$ cat config.mk
export PLATFORM = sky130hd
export DESIGN_NAME = blob_pipeline_sequencer
export DESIGN_NICKNAME = d
export VERILOG_FILES = /design/src/rtl/blob_pipeline_sequencer_pkg.sv /design/src/rtl/blob_pipeline_sequencer_sram_port_mux.sv /design/src/rtl/blob_pipeline_sequencer.sv
export SDC_FILE = /design/constraint.sdc
export NUM_CORES = 1
export LEC_CHECK = 0
export ABC_AREA = 1
export CORE_ASPECT_RATIO = 2
export CORE_MARGIN = 5
export CORE_UTILIZATION = 35
export DETAILED_ROUTE_END_ITERATION = 10
export GPL_ROUTABILITY_DRIVEN = 0
export PLACE_DENSITY = 0.74
export RECOVER_POWER = 25
export SLEW_MARGIN = 20
export SYNTH_ARGS = -nofsm -noshare
export SYNTH_HDL_FRONTEND = slang
export SYNTH_HIERARCHICAL = 1
export SYNTH_SLANG_ARGS = --single-unit
$ cat constraint.sdc
create_clock -name clk -period 1.8 [get_ports clk]
set_clock_uncertainty 0.1 [all_clocks]
set_input_delay 0.54 -clock clk [delete_from_list [all_inputs] [get_ports clk]]
set_output_delay 0.54 -clock clk [all_outputs]
set_load 0.05 [all_outputs]
$ cat src/rtl/blob_pipeline_sequencer_pkg.sv
// Shared types and constants for the blob pipeline sequencer: FSM states,
// stage indices and shared SRAM port widths.
package blob_pipeline_sequencer_pkg;

  localparam int unsigned ADDR_W = 18;
  localparam int unsigned DATA_W = 32;
  localparam int unsigned BLOB_W = 16;

  localparam int unsigned STAGE_COLOUR  = 0;
  localparam int unsigned STAGE_EXTRACT = 1;
  localparam int unsigned STAGE_SORT    = 2;
  localparam int unsigned STAGE_TRACK   = 3;

  typedef enum logic [1:0] {
    ST_IDLE,
    ST_RUN,
    ST_GAP,
    ST_DONE
  } seq_state_t;

endpackage

$ cat src/rtl/blob_pipeline_sequencer_sram_port_mux.sv
// Combinational NUM_STAGES-to-1 mux onto the shared SRAM port; drives all
// zeros whenever no stage holds the grant.
module sram_port_mux
  import blob_pipeline_sequencer_pkg::*;
#(
  parameter int unsigned NUM_STAGES = 4,
  parameter int unsigned SEL_W      = 2
) (
  input  logic                                 active,
  input  logic [SEL_W-1:0]                     sel,
  input  logic [NUM_STAGES-1:0]                stage_wren,
  input  logic [NUM_STAGES-1:0][ADDR_W-1:0]    stage_address,
  input  logic [NUM_STAGES-1:0][DATA_W-1:0]    stage_data_write,
  output logic                                 wren,
  output logic [ADDR_W-1:0]                    address,
  output logic [DATA_W-1:0]                    data_write
);

  always_comb begin
    wren       = 1'b0;
    address    = '0;
    data_write = '0;
    if (active) begin
      wren       = stage_wren[sel];
      address    = stage_address[sel];
      data_write = stage_data_write[sel];
    end
  end

endmodule

$ cat src/rtl/blob_pipeline_sequencer.sv
// Sequences the colour/extract/sort/track stages one at a time per frame,
// granting the shared SRAM port to the running stage, with a per-stage watchdog.
module blob_pipeline_sequencer
  import blob_pipeline_sequencer_pkg::*;
#(
  parameter int unsigned NUM_STAGES = 4,
  parameter int unsigned TIMEOUT_W  = 24
) (
  input  logic                                 clk,
  input  logic                                 reset_n,
  input  logic                                 frame_start,
  input  logic                                 pause,
  input  logic [NUM_STAGES-1:0]                stage_mask,
  output logic [NUM_STAGES-1:0]                stage_enable,
  input  logic [NUM_STAGES-1:0]                stage_done,
  input  logic [NUM_STAGES-1:0]                stage_wren,
  input  logic [NUM_STAGES-1:0][ADDR_W-1:0]    stage_address,
  input  logic [NUM_STAGES-1:0][DATA_W-1:0]    stage_data_write,
  output logic                                 wren,
  output logic [ADDR_W-1:0]                    address,
  output logic [DATA_W-1:0]                    data_write,
  input  logic [BLOB_W-1:0]                    blob_counter_in,
  output logic [BLOB_W-1:0]                    blob_counter,
  output logic                                 busy,
  output logic                                 frame_done,
  output logic                                 timeout_error
);

  localparam int unsigned SEL_W = (NUM_STAGES > 1) ? $clog2(NUM_STAGES) : 1;
  // Last value before all-ones: the edge that would reach all-ones is the timeout.
  localparam logic [TIMEOUT_W-1:0] WDOG_LAST = {{(TIMEOUT_W-1){1'b1}}, 1'b0};

  seq_state_t             state;
  logic [SEL_W-1:0]       sel;
  logic [NUM_STAGES-1:0]  mask;
  logic [TIMEOUT_W-1:0]   wdog;
  logic                   idle_hit;
  logic [SEL_W-1:0]       idle_idx;
  logic                   gap_hit;
  logic [SEL_W-1:0]       gap_idx;

  function automatic logic [SEL_W:0] find_next(input logic [NUM_STAGES-1:0] m,
                                               input int unsigned from);
    logic             hit;
    logic [SEL_W-1:0] idx;
    hit = 1'b0;
    idx = '0;
    for (int unsigned i = 0; i < NUM_STAGES; i++) begin
      if (!hit && i >= from && m[i]) begin
        hit = 1'b1;
        idx = SEL_W'(i);
      end
    end
    return {hit, idx};
  endfunction

  function automatic logic [NUM_STAGES-1:0] onehot(input logic [SEL_W-1:0] i);
    return NUM_STAGES'(1) << i;
  endfunction

  always_comb begin
    {idle_hit, idle_idx} = find_next(stage_mask, 0);
    {gap_hit, gap_idx}   = find_next(mask, 32'(sel) + 1);
  end

  always_ff @(posedge clk or negedge reset_n) begin
    if (!reset_n) begin
      state         <= ST_IDLE;
      sel           <= '0;
      mask          <= '0;
      wdog          <= '0;
      stage_enable  <= '0;
      blob_counter  <= '0;
      busy          <= 1'b0;
      frame_done    <= 1'b0;
      timeout_error <= 1'b0;
    end else begin
      frame_done <= 1'b0;
      unique case (state)
        ST_IDLE: begin
          if (frame_start) begin
            mask          <= stage_mask;
            timeout_error <= 1'b0;
            if (idle_hit) begin
              sel          <= idle_idx;
              stage_enable <= onehot(idle_idx);
              wdog         <= '0;
              busy         <= 1'b1;
              state        <= ST_RUN;
            end else begin
              frame_done <= 1'b1;
              state      <= ST_DONE;
            end
          end
        end
        ST_RUN: begin
          // done wins over a coincident watchdog expiry
          if (!pause) begin
            if (stage_done[sel]) begin
              stage_enable <= '0;
              state        <= ST_GAP;
              if (32'(sel) == STAGE_EXTRACT) blob_counter <= blob_counter_in;
            end else if (wdog == WDOG_LAST) begin
              timeout_error <= 1'b1;
              stage_enable  <= '0;
              state         <= ST_GAP;
            end else begin
              wdog <= wdog + 1'b1;
            end
          end
        end
        ST_GAP: begin
          if (!pause) begin
            if (gap_hit) begin
              sel          <= gap_idx;
              stage_enable <= onehot(gap_idx);
              wdog         <= '0;
              state        <= ST_RUN;
            end else begin
              busy       <= 1'b0;
              frame_done <= 1'b1;
              state      <= ST_DONE;
            end
          end
        end
        ST_DONE: state <= ST_IDLE;
        default: state <= ST_IDLE;
      endcase
    end
  end

  sram_port_mux #(
    .NUM_STAGES (NUM_STAGES),
    .SEL_W      (SEL_W)
  ) u_sram_port_mux (
    .active           (state == ST_RUN),
    .sel              (sel),
    .stage_wren       (stage_wren),
    .stage_address    (stage_address),
    .stage_data_write (stage_data_write),
    .wren             (wren),
    .address          (address),
    .data_write       (data_write)
  );

endmodule

== Yosys cells after proc, flatten, opt, wreduce, memory -nomap -nowiden ==
Cells that the tools add are included.
Word-level totals
  flip-flop bits (word level): 55
  word-level logic and storage cells: 131
Operators by class
  $add $sub $neg: 2
  $lt $le $gt $ge: 5
  equal/unequal tests: 15
  shifts and indexed selects: 2
  mux-type cells: 69
  bitwise gates (word level): 1
  reduce and logical (&&, ||, !) cells: 28
Operator list (number)
  2-to-1 mux 24 bit: 7
  one-hot mux 24 bit (3 select lines): 1
  binary-select mux 32 bit (select 2 bit): 1
  2-to-1 mux 32 bit: 2
  binary-select mux 18 bit (select 2 bit): 1
  2-to-1 mux 18 bit: 2
  2-to-1 mux 2 bit: 15
  2-to-1 mux 4 bit: 7
  2-to-1 mux 1 bit: 25
  adder 24 x 1 -> 24 bit (second input constant): 1
  equality test 24 bit (second input constant): 1
  inequality test 2 bit (second input constant): 9
  AND reduction 5 bit: 3
  one-hot mux 4 bit (3 select lines): 1
  logical AND 1 bit: 10
  one-hot mux 2 bit (4 select lines): 1
  AND reduction 4 bit: 2
  AND reduction 8 bit: 1
  << shifter 1 x 2 -> 4 bit (first input constant): 2
  AND reduction 7 bit: 1
  greater-or-equal comparator 1 x 3 -> 1 bit (first input constant): 2
  greater-or-equal comparator 2 x 3 -> 1 bit (first input constant): 2
  zero test 1 bit: 6
  one-hot mux 1 bit (2 select lines): 3
  other kinds (12): 16

== Longest topological paths before layout ==
  depth after elaboration: 20
  gate-level depth with buffers: 13

== Modules after synthesis ==
The synthesis kept the hierarchy.
By module, submodules not included
  blob_pipeline_sequencer: times used 1, cells an instance 474, area each 3219.3 um2, sequential area each 1351.3 um2
  sram_port_mux: times used 1, cells an instance 602, area each 2481.1 um2, sequential area each 0.0 um2

== Least setup slack after synthesis ==
Ideal clock, no wire load.
  path kind: reg2out
  start point: reg state[0]
  end point: out address[0]
  arrival time: 1.843 ns
  slack: -0.683 ns
  stages on the path, launching flop included: 6
  path buffers: 1
  cells stage by stage: dfrtp_1 > inv_2 > nor2_4 > clkinv_1 > clkbuf_1 > a21oi_1
Between the ends
  word-level cells in the longest chain between the ends: 2
Ends and longest elaborated chain
  start, declared: RTL line blob_pipeline_sequencer.sv:33  | seq_state_t state;
  start signal, assigned: RTL line blob_pipeline_sequencer.sv:68  | state <= ST_IDLE;
  start signal, assigned: RTL line blob_pipeline_sequencer.sv:89  | state <= ST_RUN;
  start signal, assigned: RTL line blob_pipeline_sequencer.sv:92  | state <= ST_DONE;
  equality test 2 x 1 -> 1 bit: RTL line blob_pipeline_sequencer.sv:136  | .active (state == ST_RUN),
  2-to-1 mux 18 bit: RTL line blob_pipeline_sequencer_sram_port_mux.sv:23  | if (active) begin
  end, declared: RTL line blob_pipeline_sequencer.sv:20  | output logic [ADDR_W-1:0] address,
No other way between the ends.

== Worst setup path in the final report ==
  start point: reg sel[0]
  end point: out data_write[4]
Between the ends
  word-level cells in the longest chain between the ends: 3
Ends and longest elaborated chain
  start, declared: RTL line blob_pipeline_sequencer.sv:34  | logic [SEL_W-1:0] sel;
  start signal, assigned: RTL line blob_pipeline_sequencer.sv:85  | sel <= idle_idx;
  start signal, assigned: RTL line blob_pipeline_sequencer.sv:115  | sel <= gap_idx;
  binary-select mux 32 bit (select 2 bit): RTL line blob_pipeline_sequencer_sram_port_mux.sv:26  | data_write = stage_data_write[sel];
  2-to-1 mux 32 bit (implied by the code): RTL line blob_pipeline_sequencer_sram_port_mux.sv:26
  2-to-1 mux 32 bit: RTL line blob_pipeline_sequencer_sram_port_mux.sv:23
  end, declared: RTL line blob_pipeline_sequencer.sv:21  | output logic [DATA_W-1:0] data_write,
No other way between the ends. The select of a mux whose other input is x is not followed.

==> results.md <==
- Sw Share: 54.84%
- Syn_nets: 1,310
- Setup Fix Bufs, Post-CTS: 0
- Startpoint class of the critical path: flop
- Post-synth cell types: 26
- Worst hold endpoint: mask[3]$_DFFE_PN0P_
- Net switching power: 8958 µW
- Overflow left after global routing: 0
- DR WL/cell: 16.52 µm
- DRT Pass-1 Iters: 6
- Core area: 16,190 µm²
- Reg area: 1356 µm²
- Cell with the most instances after synthesis: nand2_1
- Logic pwr share: 82.4%
- TritonCTS clock tree: built
- Met2 usage: 49.77%
- Clk network pwr share: 6.1%
- Crit end category: output pin
- Die ar.: 19,090 µm²
- Setup violators final: 81
- Final period utilization: 127.0%
- Port-buffer cells: 305
- Crit Reg-Reg Endpoint: wdog[13]$_DFFE_PN0P_
- CP Cell Sequence: buf_12 -> nand2_1 -> nand3_1 -> a21oi_4 -> buf_4
- Buf+Inv Stages, Crit Path: 2
- Worst R2R Start: sel[0]$_DFFE_PN0P_
- Worst slack at placement: -0.5082 ns
- Fin worst setup slack: -0.4852 ns
- Final min period: 2.285 ns
- Met1 usage: 25.76%
- Rows: 66
- Layout cell share with drive strength beyond 1: 21.33%
- Synth area leaders: nand2_1, dfrtp_1, inv_1, nand3_1, a21oi_1
- Cell count after synthesis: 1,076
- Chip width: 100.2 µm
- Synthesis-to-layout area growth: 92.98%
- Pwr dens: 1485 nW/µm²
- CP arrival: 1.65 ns
- Slew @ Worst Pin: 0.6730 ns
- Cell at the slowest stage of the critical path: dfrtp_4
- Largest net degree at the start of global routing: 53
- Flops & latches, synth: 54
- Dpl hpwl: 20.67 mm
- Hold Vio Cnt, Final: 0
- Total leakage power: 0.005558 µW
- Status: finished with violations
- GRT Total Usage: 27.12%
- Routed vias/inst: 4.799
- CTS buffer count: 5
- Final WL: 26.96 mm
- Global route hottest layer: met2
- Pwr Total: 16,340 µW
- Top cells by count, synth: nand2_1, inv_1, nand3_1
- DRC violations left: 0
- # Max-Cap Violations: 0
- Sequential Power Share: 11.5%
- Worst Path Required: 1.16 ns
- Top cell family by delay on the critical path: flip-flops
- Num Clock Sinks: 54
- Final Slew Violations: 0
- H-tree depth reported by CTS: 2
- Peak supply drop: 1.243 mV
- Post-synth top area cell: nand2_1
- WP depth: 5
- Cell Int Power: 7377 µW
- Initial antenna violation count: 3
- RSZ-0062 raised after global routing: true
- Crit path kind: reg -> out
- Worst min path class: reg -> reg
- I/O pin cnt: 306
- Synth Flop Type: dfrtp_1
- Clk_lat worst skew: 0.30 ns
- Register area share after synthesis: 23.71%
- Slew margin rel.: 55.13%
- Mean Syn Cell Area: 5.298 µm²
- Fraction of registers with async set/reset: 100.0%
- Crit Path Max Fanout: 50
- ANT nets after route: 0
- Fin nets: 1,658
- Post-synth EDFFs: 0
- First-pass GRT wire length: 40.90 mm
- Initial DRC Count: 307
- Root Buffer Master: clkbuf_16
- Bufs on Longest Clock Path: 2
- Area occupied by multi-input gates: 3991 µm²
- Mapped cell area: 5700 µm²
- Max frequency: 437.6 MHz
- Failing checks: setup timing
- Synth Warn #: 6
- Grt met3 use: 8.458%
- Post-synth top area share: 26.40%
- Reg-to-reg slack, setup: -0.22 ns
- Vias: 7,832
- Vias in the first global route: 7,973
- Fill count: 1,352
- Clk slew on worst S/H paths: 0.08 ns
- Hold path depth: 2
- Starting density of the core: 35.22%
- FF-to-FF path depth: 11
- Height of the die: 190.5 µm
- Hold Startpoint: mask[3]$_DFFE_PN0P_
- Max stage delay on crit path: 0.54 ns
==> metrics by stage <==
stage	cell area [µm²]	setup TNS, ns	hold slack [ns]	utilization, %	cells
after floorplan	6332	-11.56	0.1444	-	1076
after global placement	10180	-41.89	0.2627	62.89	1615
after CTS	10950	-28.93	0.4004	67.66	1628
after global routing	11000	-38.17	0.4226	67.95	1631
final	11000	-28.10	0.4023	67.97	1632
after detailed placement	10180	-42.78	0.2639	62.89	1615
==> state kept, by name (all words and copies together) (netlist names) <==
register       cells
busy               1
stage_enable       4
timeout_error      1
blob_counter      16
frame_done         1
state              2
sel                2
mask               3
wdog              24
==> cell families after synthesis <==
kind of cell | synth area share (%)
compound gates | 7.485
fa+ha+maj | 0.4389
flops | 23.71
simple gates | 44.60
buf+inv | 21.47
xor+xnor | 2.305
==> cell usage in the layout (no fill, tap or decap), drive strengths merged <==
cell type        n
nand2          408
inv            258
clkdlybuf4s50  227
buf            155
nand3          121
nor2            81
a21oi           55
dfrtp           54
o21ai           27
xnor2           10
clkbuf           9
xor2             5
diode            3
dlygate4sd2      3
a31oi            2
ha               2
nand4            2
clkinv           2
nor3             1
nand3b           1
clkinvlp         1
dlygate4sd3      1
==> per-layer routing <==
metal	share of wire [%]	routed length, µm
met4	6.4	1735
met3	9.8	2642
met5	0.037	10
met1	33	8865
met2	51	13710
==> how the worst max path moves through the flow <==
stage | to | slack [ns] | startpoint
global route | data_write[4] | -0.56 | sel[0]$_DFFE_PN0P_
CTS | address[14] | -0.51 | sel[0]$_DFFE_PN0P_
global placement | wdog[6]$_DFFE_PN0P_ | -0.51 | stage_mask[3]
detailed placement | wdog[1]$_DFFE_PN0P_ | -0.51 | stage_mask[3]
finish | data_write[4] | -0.49 | sel[0]$_DFFE_PN0P_
floorplan | address[0] | -0.36 | state[0]$_DFFE_PN0P_
==> worst register-to-register path: stages, from the launching register on <==
cell,delay (ns)
dfrtp_4,0.54
buf_12,0.20
nand2_1,0.11
nand2_1,0.09
nand4_2,0.15
nand2_1,0.11
nor2_4,0.14
nand2_2,0.10
nor2_4,0.11
buf_12,0.17
nand2_1,0.07
nand2_1,0.08
==> layout make-up <==
type                            count  area share, %
Timing Repair Buffer              389          38.73
Multi-Input combinational cell    715          36.28
Sequential cell                    54          12.33
Inverter                          259          8.951
Tap cell                          204          2.320
Clock buffer                        6          1.172
Clock inverter                      2         0.1479
Antenna cell                        3        0.06824
==> power groups by stage <==
stage | Clock [µW] | Combinational [µW] | Sequential, µW
3_5_place_dp | 0 | 12000 | 1900
2_1_floorplan | 0 | 7040 | 2570
6_report | 993 | 13500 | 1890
3_3_place_gp | 0 | 12000 | 1890
5_1_grt | 1070 | 14200 | 1930
4_1_cts | 1020 | 13300 | 1890
==> what timing repair did <==
| item | CTS | global route |
|---|---|---|
| gates cloned | 4 | 1 |
| pin swaps | 3 | 0 |
| endpoints found under the setup margin | 98 | 100 |
| resized for setup | 131 | 15 |
| hold buffers | 1 | 0 |
| endpoints found under the hold margin | 2 | 0 |
No activity file was read; power rests on OpenSTA's default activity.
